<file path="src/rtl/lfsr_grant_sched.sv">
`timescale 1ns/1ps
`default_nettype none
// ============================================================================
//  Module   : lfsr_grant_sched
//  Brief    : Shares one 16-bit LFSR stream among N_REQ requesters with
//             round-robin grants; each word goes to exactly one consumer.
//  Revision : 1.0  initial release
// ============================================================================
module lfsr_grant_sched #(
    parameter int          N_REQ  = 4,
    parameter logic [15:0] SEED   = 16'hACE1,
    parameter int          WARMUP = 16
) (
    input  logic             clk_in,
    input  logic             rst_in,
    input  logic [15:0]      seed_in,
    input  logic             seed_load_in,
    input  logic [N_REQ-1:0] req_in,
    output logic [N_REQ-1:0] gnt_out,
    output logic             valid_out,
    output logic [15:0]      data_out,
    output logic             ready_out,
    output logic             zero_seed_out
);

    localparam int          c_ptr_w     = (N_REQ > 1) ? $clog2(N_REQ) : 1;
    localparam logic [7:0]  c_warm_last = 8'((WARMUP > 0) ? WARMUP - 1 : 0);
    localparam logic [c_ptr_w:0] c_nreq = (c_ptr_w+1)'(N_REQ);

    typedef enum logic [0:0] {
        ST_WARMUP = 1'b0,
        ST_SERVE  = 1'b1
    } state_t;

    state_t             state_q, state_d;
    logic [15:0]        lfsr_q, lfsr_d;
    logic [7:0]         cnt_q, cnt_d;
    logic [c_ptr_w-1:0] ptr_q, ptr_d;
    logic [N_REQ-1:0]   gnt_q, gnt_d;
    logic               valid_q, valid_d;
    logic [15:0]        data_q, data_d;
    logic               zero_q, zero_d;

    logic               w_any;
    logic [c_ptr_w-1:0] w_win_idx;
    logic [c_ptr_w:0]   w_sum;

    function automatic logic [15:0] lfsr_step(input logic [15:0] q);
        return {q[14] ^ q[15], q[13:2], q[1] ^ q[15], q[0], q[15]};
    endfunction

    // Scan from the farthest candidate down to ptr+1 so the nearest set bit
    // after the last winner overwrites everything else.
    always_comb begin
        w_any     = |req_in;
        w_win_idx = ptr_q;
        w_sum     = '0;
        for (int i = N_REQ; i >= 1; i--) begin
            w_sum = {1'b0, ptr_q} + (c_ptr_w+1)'(i);
            if (w_sum >= c_nreq) begin
                w_sum = w_sum - c_nreq;
            end
            if (req_in[w_sum[c_ptr_w-1:0]]) begin
                w_win_idx = w_sum[c_ptr_w-1:0];
            end
        end
    end

    always_comb begin
        state_d = state_q;
        lfsr_d  = lfsr_q;
        cnt_d   = cnt_q;
        ptr_d   = ptr_q;
        gnt_d   = '0;
        valid_d = 1'b0;
        data_d  = data_q;
        zero_d  = zero_q;

        if (seed_load_in) begin
            // A zero seed would lock the LFSR at zero, so fall back to SEED.
            lfsr_d  = (seed_in == 16'h0000) ? SEED : seed_in;
            zero_d  = (seed_in == 16'h0000);
            cnt_d   = '0;
            state_d = ST_WARMUP;
        end else begin
            case (state_q)
                ST_WARMUP: begin
                    if (WARMUP == 0) begin
                        state_d = ST_SERVE;
                    end else begin
                        lfsr_d = lfsr_step(lfsr_q);
                        cnt_d  = cnt_q + 8'd1;
                        if (cnt_q == c_warm_last) begin
                            state_d = ST_SERVE;
                        end
                    end
                end
                ST_SERVE: begin
                    if (w_any) begin
                        gnt_d[w_win_idx] = 1'b1;
                        valid_d          = 1'b1;
                        data_d           = lfsr_q;
                        lfsr_d           = lfsr_step(lfsr_q);
                        ptr_d            = w_win_idx;
                    end
                end
                default: state_d = ST_WARMUP;
            endcase
        end
    end

    always_ff @(posedge clk_in or posedge rst_in) begin
        if (rst_in) begin
            state_q <= ST_WARMUP;
            lfsr_q  <= SEED;
            cnt_q   <= '0;
            ptr_q   <= '0;
            gnt_q   <= '0;
            valid_q <= 1'b0;
            data_q  <= '0;
            zero_q  <= 1'b0;
        end else begin
            state_q <= state_d;
            lfsr_q  <= lfsr_d;
            cnt_q   <= cnt_d;
            ptr_q   <= ptr_d;
            gnt_q   <= gnt_d;
            valid_q <= valid_d;
            data_q  <= data_d;
            zero_q  <= zero_d;
        end
    end

    assign gnt_out       = gnt_q;
    assign valid_out     = valid_q;
    assign data_out      = data_q;
    assign ready_out     = (state_q == ST_SERVE);
    assign zero_seed_out = zero_q;

endmodule
`default_nettype wire
</file>
<file path="config.mk">
export PLATFORM = sky130hd
export DESIGN_NAME = lfsr_grant_sched
export DESIGN_NICKNAME = d
export VERILOG_FILES = /design/src/rtl/lfsr_grant_sched.sv
export SDC_FILE = /design/constraint.sdc
export NUM_CORES = 1
export LEC_CHECK = 0
export ABC_CLOCK_PERIOD_IN_PS = 2400
export BUFFER_PORTS_ARGS = -buffer_cell sky130_fd_sc_hd__buf_2
export CAP_MARGIN = 20
export CORE_ASPECT_RATIO = 0.9
export CORE_MARGIN = 2
export CORE_UTILIZATION = 45
export DETAILED_ROUTE_END_ITERATION = 10
export GPL_TIMING_DRIVEN = 1
export PLACE_DENSITY_LB_ADDON = 0.05
export SYNTH_ARGS = -nofsm -noshare
export SYNTH_HDL_FRONTEND = slang
export SYNTH_SLANG_ARGS = --single-unit
</file>
<file path="constraint.sdc">
create_clock -name clk_in -period 2.4 [get_ports clk_in]
set_clock_uncertainty 0.05 [all_clocks]
set_input_delay 0.24 -clock clk_in [delete_from_list [all_inputs] [get_ports clk_in]]
set_output_delay 0.24 -clock clk_in [all_outputs]
set_load 0.02 [all_outputs]
</file>
==> metrics.txt, run 1 <==
# TYPE chip_impl_metric gauge
chip_impl_info{name="outcome",value="completed"} 1
chip_impl_metric{name="tritoncts.num_buffers",unit=""} 5
chip_impl_metric{name="dr_total_vias",unit=""} 1561
chip_impl_info{name="crit_path_top_delay_cell",value="sky130_fd_sc_hd__dfrtp_1"} 1
chip_impl_info{name="cts-root-buf",value="sky130_fd_sc_hd__clkbuf_8"} 1
chip_impl_metric{name="numnets_final",unit=""} 259
chip_impl_metric{name="floorplan.die.height",unit="um"} 71.30
chip_impl_metric{name="io_buffers",unit=""} 45
chip_impl_metric{name="clock_tree.htree_level_count",unit=""} 2
chip_impl_metric{name="area_added_between_synthesis_and_finish",unit="%"} 17.51
chip_impl_info{name="worst_setup_path_start_kind",value="register"} 1
chip_impl_metric{name="antenna_found_initial",unit=""} 0
chip_impl_info{name="grt_setup_unrepaired",value="no"} 1
chip_impl_info{name="yosys.area.top_type",value="sky130_fd_sc_hd__dfrtp_1"} 1
chip_impl_metric{name="cts.sinks",unit=""} 49
chip_impl_metric{name="grtUsageTotal",unit="%"} 17.31
chip_impl_info{name="crit_chain",value="nor3b_4 -> buf_4 -> mux2_2"} 1
chip_impl_metric{name="synthCells",unit=""} 187
chip_impl_metric{name="cts.clk_slew.worst_paths",unit="ns"} 0.09
chip_impl_metric{name="start_util",unit="%"} 46.84
chip_impl_metric{name="yosysUniqueCellTypes",unit=""} 38
chip_impl_metric{name="globalRoute.totalOverflow",unit=""} 0
chip_impl_info{name="worst_path_dominant_cell_family",value="flip-flops"} 1
chip_impl_metric{name="share_of_layout_cells_above_drive_strength_1",unit="%"} 38.56
chip_impl_metric{name="worst_margin_pin_slew",unit="ns"} 0.6083
chip_impl_metric{name="die_width",unit="um"} 78.78
chip_impl_metric{name="static-leakage-power",unit="nW"} 1.313
chip_impl_metric{name="maximum_number_of_pins_on_one_net_before_global_route_repair",unit=""} 50
chip_impl_metric{name="mappedNetlistArea",unit="um2"} 2265
chip_impl_metric{name="synth-warning-count",unit=""} 0
chip_impl_metric{name="cts_setup_buffers",unit=""} 0
chip_impl_metric{name="cts_buffer_depth",unit=""} 2
chip_impl_metric{name="worstSkewPairLatency",unit="ns"} 0.30
chip_impl_metric{name="layout.cell_area.non_filler",unit="um2"} 2661
chip_impl_metric{name="setup_tns",unit="ns"} 0
chip_impl_metric{name="fin_crit_sh",unit="%"} 64.70
chip_impl_metric{name="postSynthNetCount",unit=""} 211
chip_impl_metric{name="synthArstFlopShare",unit="%"} 100.0
chip_impl_metric{name="slew_viol_final",unit=""} 0
chip_impl_info{name="synth_flop_type",value="sky130_fd_sc_hd__dfrtp_1"} 1
chip_impl_metric{name="period_minus_slack",unit="ns"} 1.553
chip_impl_info{name="tritoncts",value="built"} 1
chip_impl_metric{name="power_density_over_cell_area",unit="nW/um2"} 656.0
chip_impl_metric{name="timing.critical_path.buf_inv",unit=""} 1
chip_impl_metric{name="grt_pass1_vias",unit=""} 1598
chip_impl_metric{name="max_clock_freq",unit="MHz"} 644.0
chip_impl_metric{name="yosys_register_bits",unit=""} 49
chip_impl_metric{name="remaining_drc_errors",unit=""} 0
chip_impl_info{name="ys_top_cells_by_count",value="41 x sky130_fd_sc_hd__dfrtp_1, 19 x sky130_fd_sc_hd__nor2_1, 15 x sky130_fd_sc_hd__mux2i_1, 14 x sky130_fd_sc_hd__mux2_2, 11 x sky130_fd_sc_hd__a21oi_1"} 1
chip_impl_metric{name="ios",unit=""} 46
chip_impl_metric{name="drt_first_iter_violations",unit=""} 39
chip_impl_metric{name="filler_cell_count",unit=""} 441
chip_impl_metric{name="core.rowCount",unit=""} 24
chip_impl_metric{name="count_of_flip_flops_with_a_built_in_enable_after_synthesis",unit=""} 0
chip_impl_metric{name="hold_fix_buffers_at_cts",unit=""} 0
chip_impl_metric{name="firstDrtPassIters",unit=""} 4
chip_impl_metric{name="routed_wl",unit="mm"} 4.402
chip_impl_metric{name="worst-endpoint-required",unit="ns"} 2.53
chip_impl_info{name="yosys-top-cells-area",value="sky130_fd_sc_hd__dfrtp_1 45%, sky130_fd_sc_hd__dfstp_2 9.3%, sky130_fd_sc_hd__mux2_2 7.0%"} 1
chip_impl_metric{name="hpwl_detailed",unit="mm"} 3.226
chip_impl_metric{name="fp.dieArea",unit="um2"} 5617
chip_impl_metric{name="postCtsResizedCells",unit=""} 0
chip_impl_metric{name="max-cap-violations",unit=""} 0
chip_impl_metric{name="finalHoldViolations",unit=""} 0
chip_impl_metric{name="multi_input_area",unit="um2"} 958.4
chip_impl_info{name="endpoint_kind_of_the_worst_setup_timing_path",value="register"} 1
chip_impl_metric{name="number_of_setup_violations_in_the_final_report",unit=""} 0
chip_impl_metric{name="post_drt_via_cell_ratio",unit=""} 5.186
chip_impl_metric{name="detail_route.wl_per_cell",unit="um"} 14.62
chip_impl_metric{name="synth.yosys.seq_area_share",unit="%"} 54.59
chip_impl_info{name="min-delay-path-class",value="in -> async"} 1
chip_impl_metric{name="diodes",unit=""} 0
chip_impl_metric{name="arrival_time_at_the_worst_endpoint",unit="ns"} 1.69
chip_impl_metric{name="post-synth-top-area-fraction",unit="%"} 45.30
chip_impl_metric{name="first_pass_grt_wire_length",unit="mm"} 7.555
chip_impl_metric{name="timing.critical_path.slowest_cell_delay",unit="ns"} 0.54
chip_impl_metric{name="timing.max_slew.rel_slack",unit="%"} 59.45
chip_impl_metric{name="avgSynthCellArea",unit="um2"} 12.11
chip_impl_metric{name="antenna_violating_nets_post_route",unit=""} 0
chip_impl_metric{name="postPlaceCellArea",unit="um2"} 2554
chip_impl_metric{name="seq_area",unit="um2"} 1236
chip_impl_info{name="path_class",value="reg -> reg"} 1
chip_impl_info{name="synth.most_common_cell",value="sky130_fd_sc_hd__dfrtp_1"} 1
chip_impl_metric{name="gpl.final_weighted_congestion",unit=""} 0.8245
chip_impl_metric{name="max-vdd-ir-drop",unit="mV"} 0.3147
chip_impl_metric{name="crit_fanout",unit=""} 10
chip_impl_metric{name="design.core.area",unit="um2"} 4835
per-layer routing:
| metal | routed length, um | GRT usage [%] | up-vias |
|---|---|---|---|
| li1 | - | - | 760 |
| met1 | 2034 | 22.84 | 760 |
| met2 | 2127 | 28.30 | 37 |
| met3 | 192 | 4.156 | 4 |
| met4 | 48 | 5.848 | 0 |
| met5 | 0 | 0 | - |
cell families (layout without fill, tap and decap cells):
family	Yosys count	count (layout)	share of synthesized area [%]
multiplexers	32	32	15.58
buffers and inverters	13	62	3.370
adder cells (fa/ha/maj)	1	1	0.5524
AND/OR/NAND/NOR	53	53	13.43
flip-flops	49	49	54.59
AO/OA/AOI/OAI	32	32	9.778
XOR/XNOR	7	7	2.707
flip-flops by register name (all words and copies together), names as in the netlist:
signal         flops
ready_out          1
lfsr_q            16
gnt_out            4
valid_out          1
cnt_q              8
data_out          16
ptr_q              2
zero_seed_out      1
power by group:
| part | leakage [nW] | internal (W) | total [W] | switching [W] |
|---|---|---|---|---|
| clock | 0.0552 | 0.000309 | 0.000565 | 0.000256 |
| combinational | 0.634 | 0.000108 | 0.000234 | 0.000126 |
| sequential | 0.623 | 0.000899 | 0.000946 | 0.0000478 |
worst reg2reg max path: cells and delay by family, from the launching register on:
family / cells / cell delay [ns]
DFF: 1 / 0.54
muxes: 1 / 0.36
and+or+nand+nor: 1 / 0.26
buffers and inverters: 1 / 0.24
layout make-up:
| type | instances | share of cell area [%] |
|---|---|---|
| Clock buffer | 6 | 2.727 |
| Clock inverter | 2 | 1.316 |
| Inverter | 4 | 0.5642 |
| Multi-Input combinational cell | 125 | 36.01 |
| Sequential cell | 49 | 46.45 |
| Tap cell | 65 | 3.056 |
| Timing Repair Buffer | 50 | 9.873 |
stage by stage:
stage | utilization (%) | cells | total power [W] | hold WS (ns) | setup slack [ns]
after floorplan | - | 187 | 0.001110 | 0.4002 | 0.7866
after global placement | 52.82 | 293 | 0.001189 | 0.3773 | 0.6234
after detailed placement | 52.82 | 293 | 0.001200 | 0.3913 | 0.6134
after CTS | 55.05 | 301 | 0.001775 | 0.05910 | 0.8306
after global routing | 55.05 | 301 | 0.001840 | 0.08870 | 0.7174
final | 55.05 | 301 | 0.001746 | 0.05369 | 0.8471
cell usage in the layout (no fill, tap or decap), types with 5 or more instances in the layout:
cell,Yosys,layout
sky130_fd_sc_hd__dfrtp_1,41,41
sky130_fd_sc_hd__o21ai_0,5,5
sky130_fd_sc_hd__mux2_2,14,14
sky130_fd_sc_hd__buf_2,4,45
sky130_fd_sc_hd__nor2_1,19,19
sky130_fd_sc_hd__mux2i_1,15,15
sky130_fd_sc_hd__nand2_1,10,10
sky130_fd_sc_hd__buf_4,0,5
sky130_fd_sc_hd__clkbuf_8,0,5
sky130_fd_sc_hd__a21oi_1,11,11
sky130_fd_sc_hd__dfstp_2,8,8
sky130_fd_sc_hd__o22a_1,8,8
worst paths after layout:
kind | cells past startpoint | slack, ns | endpoint | startpoint
max reg2reg | 3 | 0.85 | data_out[13]$_DFFE_PP0P_ | ready_out$_DFF_PP0_
min | 3 | 0.05 | zero_seed_out$_DFFE_PP0P_ | rst_in
min in group clk_in | 3 | 0.22 | lfsr_q[8]$_DFFE_PP0P_ | seed_in[8]
max in group asynchronous | 3 | 1.84 | ptr_q[1]$_DFFE_PP0P_ | rst_in
max | 3 | 0.85 | data_out[13]$_DFFE_PP0P_ | ready_out$_DFF_PP0_
min reg2reg | 1 | 0.46 | data_out[4]$_DFFE_PP0P_ | data_out[4]$_DFFE_PP0P_
Power figures use the tool's default switching activity.
==> run 2: changes to the inputs <==
ABC_AREA = 1   (was not set)
ABC_CLOCK_PERIOD_IN_PS = 1600   (was 2400)
clock period = 1.6 ns   (was 2.4 ns; I/O delays follow)
==> run 2 against run 1 <==
Net effect: maximum frequency is 7.6% higher; power rose by 52%; die area increased by 7.3%; design area grew 6.2%; critical path type unchanged; largest cell class unchanged.
==> metrics.txt, run 2 <==
# TYPE chip_impl_metric gauge
chip_impl_metric{name="arrival_time_at_the_worst_endpoint",unit="ns"} 1.59
chip_impl_metric{name="finalHoldViolations",unit=""} 0
chip_impl_metric{name="timing.critical_path.buf_inv",unit=""} 1
chip_impl_metric{name="power_density_over_cell_area",unit="nW/um2"} 941.9
chip_impl_info{name="mostFrequentLayoutCell",value="sky130_fd_sc_hd__nand2_1"} 1
chip_impl_metric{name="final-instance-count-excl-fill",unit=""} 394
chip_impl_metric{name="p_sw",unit="W"} 0.0008217
chip_impl_metric{name="seqPwrFrac",unit="%"} 52.7
chip_impl_metric{name="timing.critical_path.slowest_cell_delay",unit="ns"} 0.49
chip_impl_info{name="layout.cells.most_common_list",value="55 x sky130_fd_sc_hd__nand2_1, 45 x sky130_fd_sc_hd__buf_2, 40 x sky130_fd_sc_hd__dfrtp_1"} 1
chip_impl_metric{name="p_comb_share",unit="%"} 18.6
chip_impl_info{name="min-delay-path-class",value="in -> reg"} 1
chip_impl_metric{name="synthArstFlopShare",unit="%"} 100.0
chip_impl_metric{name="slew_viol_final",unit=""} 0
chip_impl_metric{name="clockPowerShare",unit="%"} 28.7
chip_impl_info{name="tritoncts",value="built"} 1
chip_impl_metric{name="ios",unit=""} 46
chip_impl_metric{name="post_drt_via_cell_ratio",unit=""} 4.904
chip_impl_metric{name="post-synth-top-area-fraction",unit="%"} 42.05
chip_impl_metric{name="floorplan.die.height",unit="um"} 73.86
chip_impl_metric{name="worst-endpoint-required",unit="ns"} 1.75
chip_impl_info{name="cts-root-buf",value="sky130_fd_sc_hd__clkbuf_8"} 1
chip_impl_info{name="yosys.area.top_type",value="sky130_fd_sc_hd__dfrtp_1"} 1
chip_impl_metric{name="firstDrtPassIters",unit=""} 4
chip_impl_info{name="reg2reg_to",value="cnt_q[6]$_DFFE_PP0P_"} 1
chip_impl_metric{name="drt_first_iter_violations",unit=""} 104
chip_impl_metric{name="finalWorstSetupSlack",unit="ns"} 0.1570
chip_impl_info{name="rr_startpoint",value="ready_out$_DFF_PP0_"} 1
chip_impl_metric{name="worstSkewPairLatency",unit="ns"} 0.31
chip_impl_metric{name="hpwl_detailed",unit="mm"} 3.658
chip_impl_metric{name="grt_pass1_vias",unit=""} 1733
chip_impl_info{name="path_class",value="reg -> reg"} 1
chip_impl_metric{name="yosysUniqueCellTypes",unit=""} 33
chip_impl_metric{name="timing.max_slew.rel_slack",unit="%"} 66.79
chip_impl_metric{name="detail_route.wl_per_cell",unit="um"} 12.68
chip_impl_metric{name="p_total",unit="W"} 0.002662
chip_impl_metric{name="numnets_final",unit=""} 350
chip_impl_metric{name="cts.clk_slew.worst_paths",unit="ns"} 0.09
chip_impl_metric{name="grtUsageTotal",unit="%"} 18.04
chip_impl_metric{name="count_of_flip_flops_with_a_built_in_enable_after_synthesis",unit=""} 0
chip_impl_info{name="worst_setup_path_start_kind",value="register"} 1
chip_impl_metric{name="setup_tns",unit="ns"} 0
chip_impl_metric{name="globalRoute.totalOverflow",unit=""} 0
chip_impl_info{name="critical_path.endpoint",value="cnt_q[6]$_DFFE_PP0P_"} 1
chip_impl_info{name="grt_setup_unrepaired",value="no"} 1
chip_impl_metric{name="start_util",unit="%"} 46.43
chip_impl_metric{name="max_clock_freq",unit="MHz"} 693.0
chip_impl_metric{name="postSynthNetCount",unit=""} 302
chip_impl_metric{name="dpl_worst_slack",unit="ns"} 0.1557
chip_impl_metric{name="tritoncts.num_buffers",unit=""} 5
chip_impl_info{name="setup.worst_path.start",value="ready_out$_DFF_PP0_"} 1
chip_impl_metric{name="area_added_between_synthesis_and_finish",unit="%"} 15.85
chip_impl_info{name="outcome",value="completed"} 1
chip_impl_metric{name="finalCoreUtilization",unit="%"} 53.79
chip_impl_metric{name="maximum_number_of_pins_on_one_net_before_global_route_repair",unit=""} 50
chip_impl_metric{name="number_of_setup_violations_in_the_final_report",unit=""} 0
chip_impl_metric{name="design.core.area",unit="um2"} 5255
chip_impl_metric{name="synth-warning-count",unit=""} 0
chip_impl_metric{name="fin_crit_sh",unit="%"} 90.19
chip_impl_metric{name="swShare",unit="%"} 30.86
chip_impl_metric{name="synthCells",unit=""} 278
chip_impl_metric{name="share_of_layout_cells_above_drive_strength_1",unit="%"} 29.97
chip_impl_info{name="worst_path_dominant_cell_family",value="simple AND/OR/NAND/NOR gates"} 1
chip_impl_metric{name="routed_wl",unit="mm"} 4.996
chip_impl_info{name="ys_top_cells_by_count",value="55 x sky130_fd_sc_hd__nand2_1, 41 x sky130_fd_sc_hd__dfrtp_1, 31 x sky130_fd_sc_hd__nor2_1, 29 x sky130_fd_sc_hd__inv_1, 24 x sky130_fd_sc_hd__a21oi_1"} 1
chip_impl_metric{name="core.rowCount",unit=""} 25
chip_impl_metric{name="rrSetupSlack",unit="ns"} 0.16
chip_impl_info{name="synth.most_common_cell",value="sky130_fd_sc_hd__nand2_1"} 1
chip_impl_metric{name="ff2ff_path_depth",unit=""} 7
chip_impl_metric{name="worst_margin_pin_slew",unit="ns"} 0.4936
chip_impl_metric{name="antenna_found_initial",unit=""} 0
chip_impl_metric{name="internal_power",unit="W"} 0.001841
chip_impl_metric{name="static-leakage-power",unit="nW"} 1.478
chip_impl_info{name="crit_path_top_delay_cell",value="sky130_fd_sc_hd__dfrtp_1"} 1
chip_impl_metric{name="antenna_violating_nets_post_route",unit=""} 0
chip_impl_metric{name="max-vdd-ir-drop",unit="mV"} 0.5918
chip_impl_metric{name="first_pass_grt_wire_length",unit="mm"} 8.300
chip_impl_metric{name="synth.yosys.seq_area_share",unit="%"} 50.67
chip_impl_metric{name="max-cap-violations",unit=""} 0
chip_impl_metric{name="dr_total_vias",unit=""} 1932
chip_impl_metric{name="yosys_register_bits",unit=""} 49
chip_impl_metric{name="io_buffers",unit=""} 45
chip_impl_metric{name="gpl.final_weighted_congestion",unit=""} 0.8321
chip_impl_metric{name="remaining_drc_errors",unit=""} 0
chip_impl_metric{name="clock_tree.htree_level_count",unit=""} 2
chip_impl_info{name="endpoint_kind_of_the_worst_setup_timing_path",value="register"} 1
chip_impl_info{name="synth_flop_type",value="sky130_fd_sc_hd__dfrtp_1"} 1
chip_impl_metric{name="mappedNetlistArea",unit="um2"} 2440
chip_impl_info{name="yosys-top-cells-area",value="sky130_fd_sc_hd__dfrtp_1 42%, sky130_fd_sc_hd__dfstp_2 8.6%, sky130_fd_sc_hd__nand2_1 8.5%"} 1
chip_impl_metric{name="die_width",unit="um"} 81.62
chip_impl_metric{name="crit_fanout",unit=""} 7
chip_impl_metric{name="fp.dieArea",unit="um2"} 6028
chip_impl_metric{name="cts.sinks",unit=""} 49
chip_impl_metric{name="placed_cells_incl_taps",unit=""} 385
chip_impl_metric{name="cp.depth",unit=""} 7
chip_impl_metric{name="diodes",unit=""} 0
chip_impl_info{name="crit_chain",value="inv_1 -> and3_1 -> nand2_1 -> nor2_1 -> nand2_1 -> o21ai_0 -> nor2_1"} 1
chip_impl_metric{name="cts_buffer_depth",unit=""} 2
chip_impl_metric{name="avgSynthCellArea",unit="um2"} 8.776
chip_impl_metric{name="period_minus_slack",unit="ns"} 1.443
-- run 2: cell count changes after synthesis, moves of 9 or more --
cell | previous run | this run
sky130_fd_sc_hd__a21oi_1 | 11 | 24
sky130_fd_sc_hd__mux2_2 | 14 | 0
sky130_fd_sc_hd__mux2i_1 | 15 | 0
sky130_fd_sc_hd__o21ai_2 | 0 | 11
sky130_fd_sc_hd__nand2_1 | 10 | 55
sky130_fd_sc_hd__inv_1 | 4 | 29
sky130_fd_sc_hd__nor2_1 | 19 | 31
sky130_fd_sc_hd__o21ai_0 | 5 | 14
sky130_fd_sc_hd__nand3_1 | 1 | 10
-- run 2: layout make-up --
| cell class | instances | area [um2] |
|---|---|---|
| flip-flops and latches | 49 | 1237 |
| fillers | 520 | 2429 |
| well taps | 67 | 83.83 |
| clock inverters | 3 | 25.02 |
| inverters | 35 | 133.9 |
| repair buffers | 52 | 305.3 |
| multi-input cells | 183 | 972.2 |
| clock buffers | 5 | 68.82 |
-- run 2: power groups by stage --
stage	logic [W]	registers, W	clock network, W
final	0.000495	0.00140	0.000764
after CTS	0.000499	0.00140	0.000789
after global routing	0.000565	0.00142	0.000835
after global placement	0.000495	0.00142	0
after detailed placement	0.000497	0.00143	0
after floorplan	0.000310	0.00146	0
-- run 2: timing repair --
| action | in CTS | in global routing |
|---|---|---|
| hold endpoints to repair | 41 | 0 |
| hold buffers | 1 | 0 |
| gates resized for setup | 0 | 1 |
| endpoints found under the setup margin | 0 | 3 |
| buffers inserted | 0 | 0 |
-- run 2: worst min-delay path by stage --
stage	slack, ns	endpoint	startpoint	cells after the start
finish	0.09	lfsr_q[14]$_DFFE_PP0P_	seed_in[14]	3
global route	0.08	lfsr_q[12]$_DFFE_PP0P_	seed_in[12]	3
CTS	0.08	lfsr_q[12]$_DFFE_PP0P_	seed_in[12]	3
detailed placement	0.18	cnt_q[6]$_DFFE_PP0P_	rst_in	3
global placement	0.17	cnt_q[6]$_DFFE_PP0P_	rst_in	3
floorplan	0.27	lfsr_q[12]$_DFFE_PP0P_	seed_in[12]	2
-- run 2: routing by layer --
| metal | part of all wire [%] | wire length [um] | track usage, % |
|---|---|---|---|
| met1 | 55 | 2766 | 30.02 |
| met2 | 38 | 1915 | 23.50 |
| met3 | 5.6 | 278 | 3.686 |
| met4 | 0.72 | 36 | 4.074 |
| met5 | 0 | 0 | 0 |
-- run 2: worst register-to-register path: stages, from the launching register on --
cell and delay, ns:
sky130_fd_sc_hd__dfrtp_1 0.49, sky130_fd_sc_hd__inv_1 0.14, sky130_fd_sc_hd__and3_1 0.18, sky130_fd_sc_hd__nand2_1 0.08
sky130_fd_sc_hd__nor2_1 0.13, sky130_fd_sc_hd__nand2_1 0.06, sky130_fd_sc_hd__o21ai_0 0.16, sky130_fd_sc_hd__nor2_1 0.06
-- run 2: cells by family (layout without fill, tap and decap cells) --
group | count (synthesis) | count (layout) | share of synthesized area [%]
AO/OA/AOI/OAI | 68 | 68 | 16.97
flip-flops | 49 | 49 | 50.67
AND/OR/NAND/NOR | 112 | 112 | 21.64
adder cells (fa/ha/maj) | 1 | 1 | 0.5127
buffers and inverters | 46 | 95 | 9.487
XOR/XNOR | 2 | 2 | 0.7181
-- run 2: metrics by stage --
step                hold WS, ns  cell area (um2)
floorplan                0.2678             2440
global placement         0.1712             2721
detailed placement       0.1752             2721
CTS                     0.07792             2825
global route            0.08410             2826
finish                  0.08560             2826
==> run 3: changes to the inputs <==
CORE_UTILIZATION = 40   (was 45)
==> run 3 against run 2 <==
Net effect: sequential share of layout area shrank 0.058 points; critical path type unchanged; design area grew 0.13%; die area grew 12%; flip-flop and latch count is the same; clock power is essentially flat; global-route usage shrank 1.8 points; highest routed layer unchanged.
==> metrics.txt, run 3 (synthesis gave the netlist of run 2 again) <==
# TYPE chip_impl_metric gauge
chip_impl_info{name="outcome",value="completed"} 1
chip_impl_metric{name="gpl.final_weighted_congestion",unit=""} 0.8413
chip_impl_metric{name="maximum_number_of_pins_on_one_net_before_global_route_repair",unit=""} 35
chip_impl_metric{name="static-leakage-power",unit="nW"} 1.478
chip_impl_metric{name="first_pass_grt_wire_length",unit="mm"} 8.493
chip_impl_metric{name="area_added_between_synthesis_and_finish",unit="%"} 16.00
chip_impl_info{name="tritoncts",value="built"} 1
chip_impl_metric{name="multi_input_area",unit="um2"} 972.2
chip_impl_metric{name="p_total",unit="W"} 0.002663
chip_impl_metric{name="grt_pass1_vias",unit=""} 1687
chip_impl_info{name="min-delay-path-class",value="in -> reg"} 1
chip_impl_metric{name="detail_route.wl_per_cell",unit="um"} 12.56
chip_impl_metric{name="post_drt_via_cell_ratio",unit=""} 4.773
chip_impl_info{name="grt_setup_unrepaired",value="no"} 1
chip_impl_metric{name="filler_cell_count",unit=""} 571
chip_impl_info{name="mostFrequentLayoutCell",value="sky130_fd_sc_hd__nand2_1"} 1
chip_impl_info{name="endpoint_kind_of_the_worst_setup_timing_path",value="register"} 1
chip_impl_metric{name="firstDrtPassIters",unit=""} 4
chip_impl_metric{name="seq_area",unit="um2"} 1237
chip_impl_metric{name="numnets_final",unit=""} 350
chip_impl_metric{name="worst-endpoint-required",unit="ns"} 1.78
chip_impl_metric{name="routed_wl",unit="mm"} 4.985
chip_impl_metric{name="antenna_violating_nets_post_route",unit=""} 0
chip_impl_metric{name="max_clock_freq",unit="MHz"} 705.2
chip_impl_metric{name="ios",unit=""} 46
chip_impl_metric{name="share_of_layout_cells_above_drive_strength_1",unit="%"} 29.97
chip_impl_metric{name="placed_cells_incl_taps",unit=""} 388
chip_impl_metric{name="antenna_found_initial",unit=""} 0
chip_impl_metric{name="remaining_drc_errors",unit=""} 0
chip_impl_metric{name="die_width",unit="um"} 86.33
chip_impl_metric{name="hpwl_detailed",unit="mm"} 3.705
chip_impl_metric{name="slew_viol_final",unit=""} 0
chip_impl_metric{name="design.core.area",unit="um2"} 5791
chip_impl_metric{name="cts_buffer_depth",unit=""} 2
chip_impl_metric{name="globalRoute.totalOverflow",unit=""} 0
chip_impl_metric{name="finalHoldViolations",unit=""} 0
chip_impl_metric{name="dr_total_vias",unit=""} 1895
chip_impl_metric{name="number_of_setup_violations_in_the_final_report",unit=""} 0
chip_impl_metric{name="fp.dieArea",unit="um2"} 6741
chip_impl_metric{name="arrival_time_at_the_worst_endpoint",unit="ns"} 1.60
chip_impl_metric{name="fin_crit_sh",unit="%"} 88.63
chip_impl_metric{name="power_density_over_cell_area",unit="nW/um2"} 940.9
chip_impl_metric{name="cts.sinks",unit=""} 49
chip_impl_metric{name="worst_margin_pin_slew",unit="ns"} 0.4737
chip_impl_metric{name="floorplan.die.height",unit="um"} 78.09
chip_impl_metric{name="drt_first_iter_violations",unit=""} 79
chip_impl_metric{name="hold-worst-slack",unit="ns"} 0.08800
chip_impl_metric{name="tritoncts.num_buffers",unit=""} 5
chip_impl_metric{name="finalCoreUtilization",unit="%"} 48.88
chip_impl_metric{name="cts.clk_slew.worst_paths",unit="ns"} 0.09
chip_impl_metric{name="timing.max_slew.rel_slack",unit="%"} 68.13
chip_impl_metric{name="worstSkewPairLatency",unit="ns"} 0.31
chip_impl_metric{name="start_util",unit="%"} 42.13
chip_impl_info{name="path_class",value="reg -> reg"} 1
chip_impl_metric{name="diodes",unit=""} 0
chip_impl_metric{name="setup_tns",unit="ns"} 0
chip_impl_metric{name="final-instance-count-excl-fill",unit=""} 397
chip_impl_metric{name="crit_fanout",unit=""} 16
chip_impl_metric{name="grtUsageTotal",unit="%"} 16.19
chip_impl_metric{name="period_minus_slack",unit="ns"} 1.418
chip_impl_metric{name="max-cap-violations",unit=""} 0
chip_impl_metric{name="max-vdd-ir-drop",unit="mV"} 0.4921
chip_impl_metric{name="io_buffers",unit=""} 45
chip_impl_metric{name="clock_tree.htree_level_count",unit=""} 2
chip_impl_info{name="worst_setup_path_start_kind",value="register"} 1
chip_impl_info{name="layout.cells.most_common_list",value="55 x sky130_fd_sc_hd__nand2_1, 45 x sky130_fd_sc_hd__buf_2, 40 x sky130_fd_sc_hd__dfrtp_1"} 1
chip_impl_info{name="cts-root-buf",value="sky130_fd_sc_hd__clkbuf_8"} 1
chip_impl_metric{name="core.rowCount",unit=""} 26
[run 3: cell counts in the layout (fill, tap and decap cells not counted)]
Identical to the previous run, type by type.
[run 3: worst max-delay path: stages, from the launching register on]
cell,delay [ns]
sky130_fd_sc_hd__dfrtp_1,0.52
sky130_fd_sc_hd__nand2_4,0.13
sky130_fd_sc_hd__nor2_8,0.24
sky130_fd_sc_hd__inv_4,0.12
sky130_fd_sc_hd__o21ai_0,0.10
sky130_fd_sc_hd__a21oi_1,0.05
sky130_fd_sc_hd__a21oi_1,0.13
[run 3: final timing paths]
path                                                 to  slack, ns  cells past startpoint                    start
worst max-delay path              lfsr_q[1]$_DFFE_PP0P_       0.18                      6      ready_out$_DFF_PP0_
worst min-delay path             lfsr_q[14]$_DFFE_PP0P_       0.09                      3              seed_in[14]
worst max register to register    lfsr_q[1]$_DFFE_PP0P_       0.18                      6      ready_out$_DFF_PP0_
worst min register to register  data_out[3]$_DFFE_PP0P_       0.43                      2  data_out[3]$_DFFE_PP0P_
max in group asynchronous         lfsr_q[7]$_DFFE_PP1P_       0.59                      4                   rst_in
min in group asynchronous          cnt_q[6]$_DFFE_PP0P_       0.34                      3                   rst_in
[run 3: metal layers]
layer / wire, um / vias up / GRT usage (%)
met5: 0 / - / 0
met4: 65 / 0 / 5.156
met3: 184 / 8 / 3.680
met2: 1867 / 37 / 20.38
met1: 2867 / 841 / 26.70
li1: - / 1009 / -
[run 3: cell type report]
class,instances,share of cell area [%]
Clock buffer,5,2.431
Clock inverter,3,0.8842
Inverter,35,4.730
Multi-Input combinational cell,183,34.35
Sequential cell,49,43.72
Tap cell,70,3.095
Timing Repair Buffer,52,10.79
[run 3: power by group]
group | total, W | leakage (nW) | internal (W) | switching, W
clock network | 0.000763 | 0.0452 | 0.000319 | 0.000444
registers | 0.00140 | 0.621 | 0.00134 | 0.0000576
logic | 0.000497 | 0.812 | 0.000177 | 0.000320
[run 3: stage by stage]
| step | worst slack (ns) | cell area [um2] |
|---|---|---|
| finish | 0.1819 | 2830 |
| global placement | 0.1280 | 2725 |
| floorplan | 0.2214 | 2440 |
| detailed placement | 0.1316 | 2725 |
| CTS | 0.1163 | 2829 |
| global route | 0.03677 | 2830 |
[run 3: timing repair]
item | 4_1_cts | 5_1_grt
hold buffers | 1 | 0
setup buffers | 0 | 0
setup endpoints to repair | 0 | 3
resized for setup | 0 | 1
hold endpoints to repair | 11 | 0
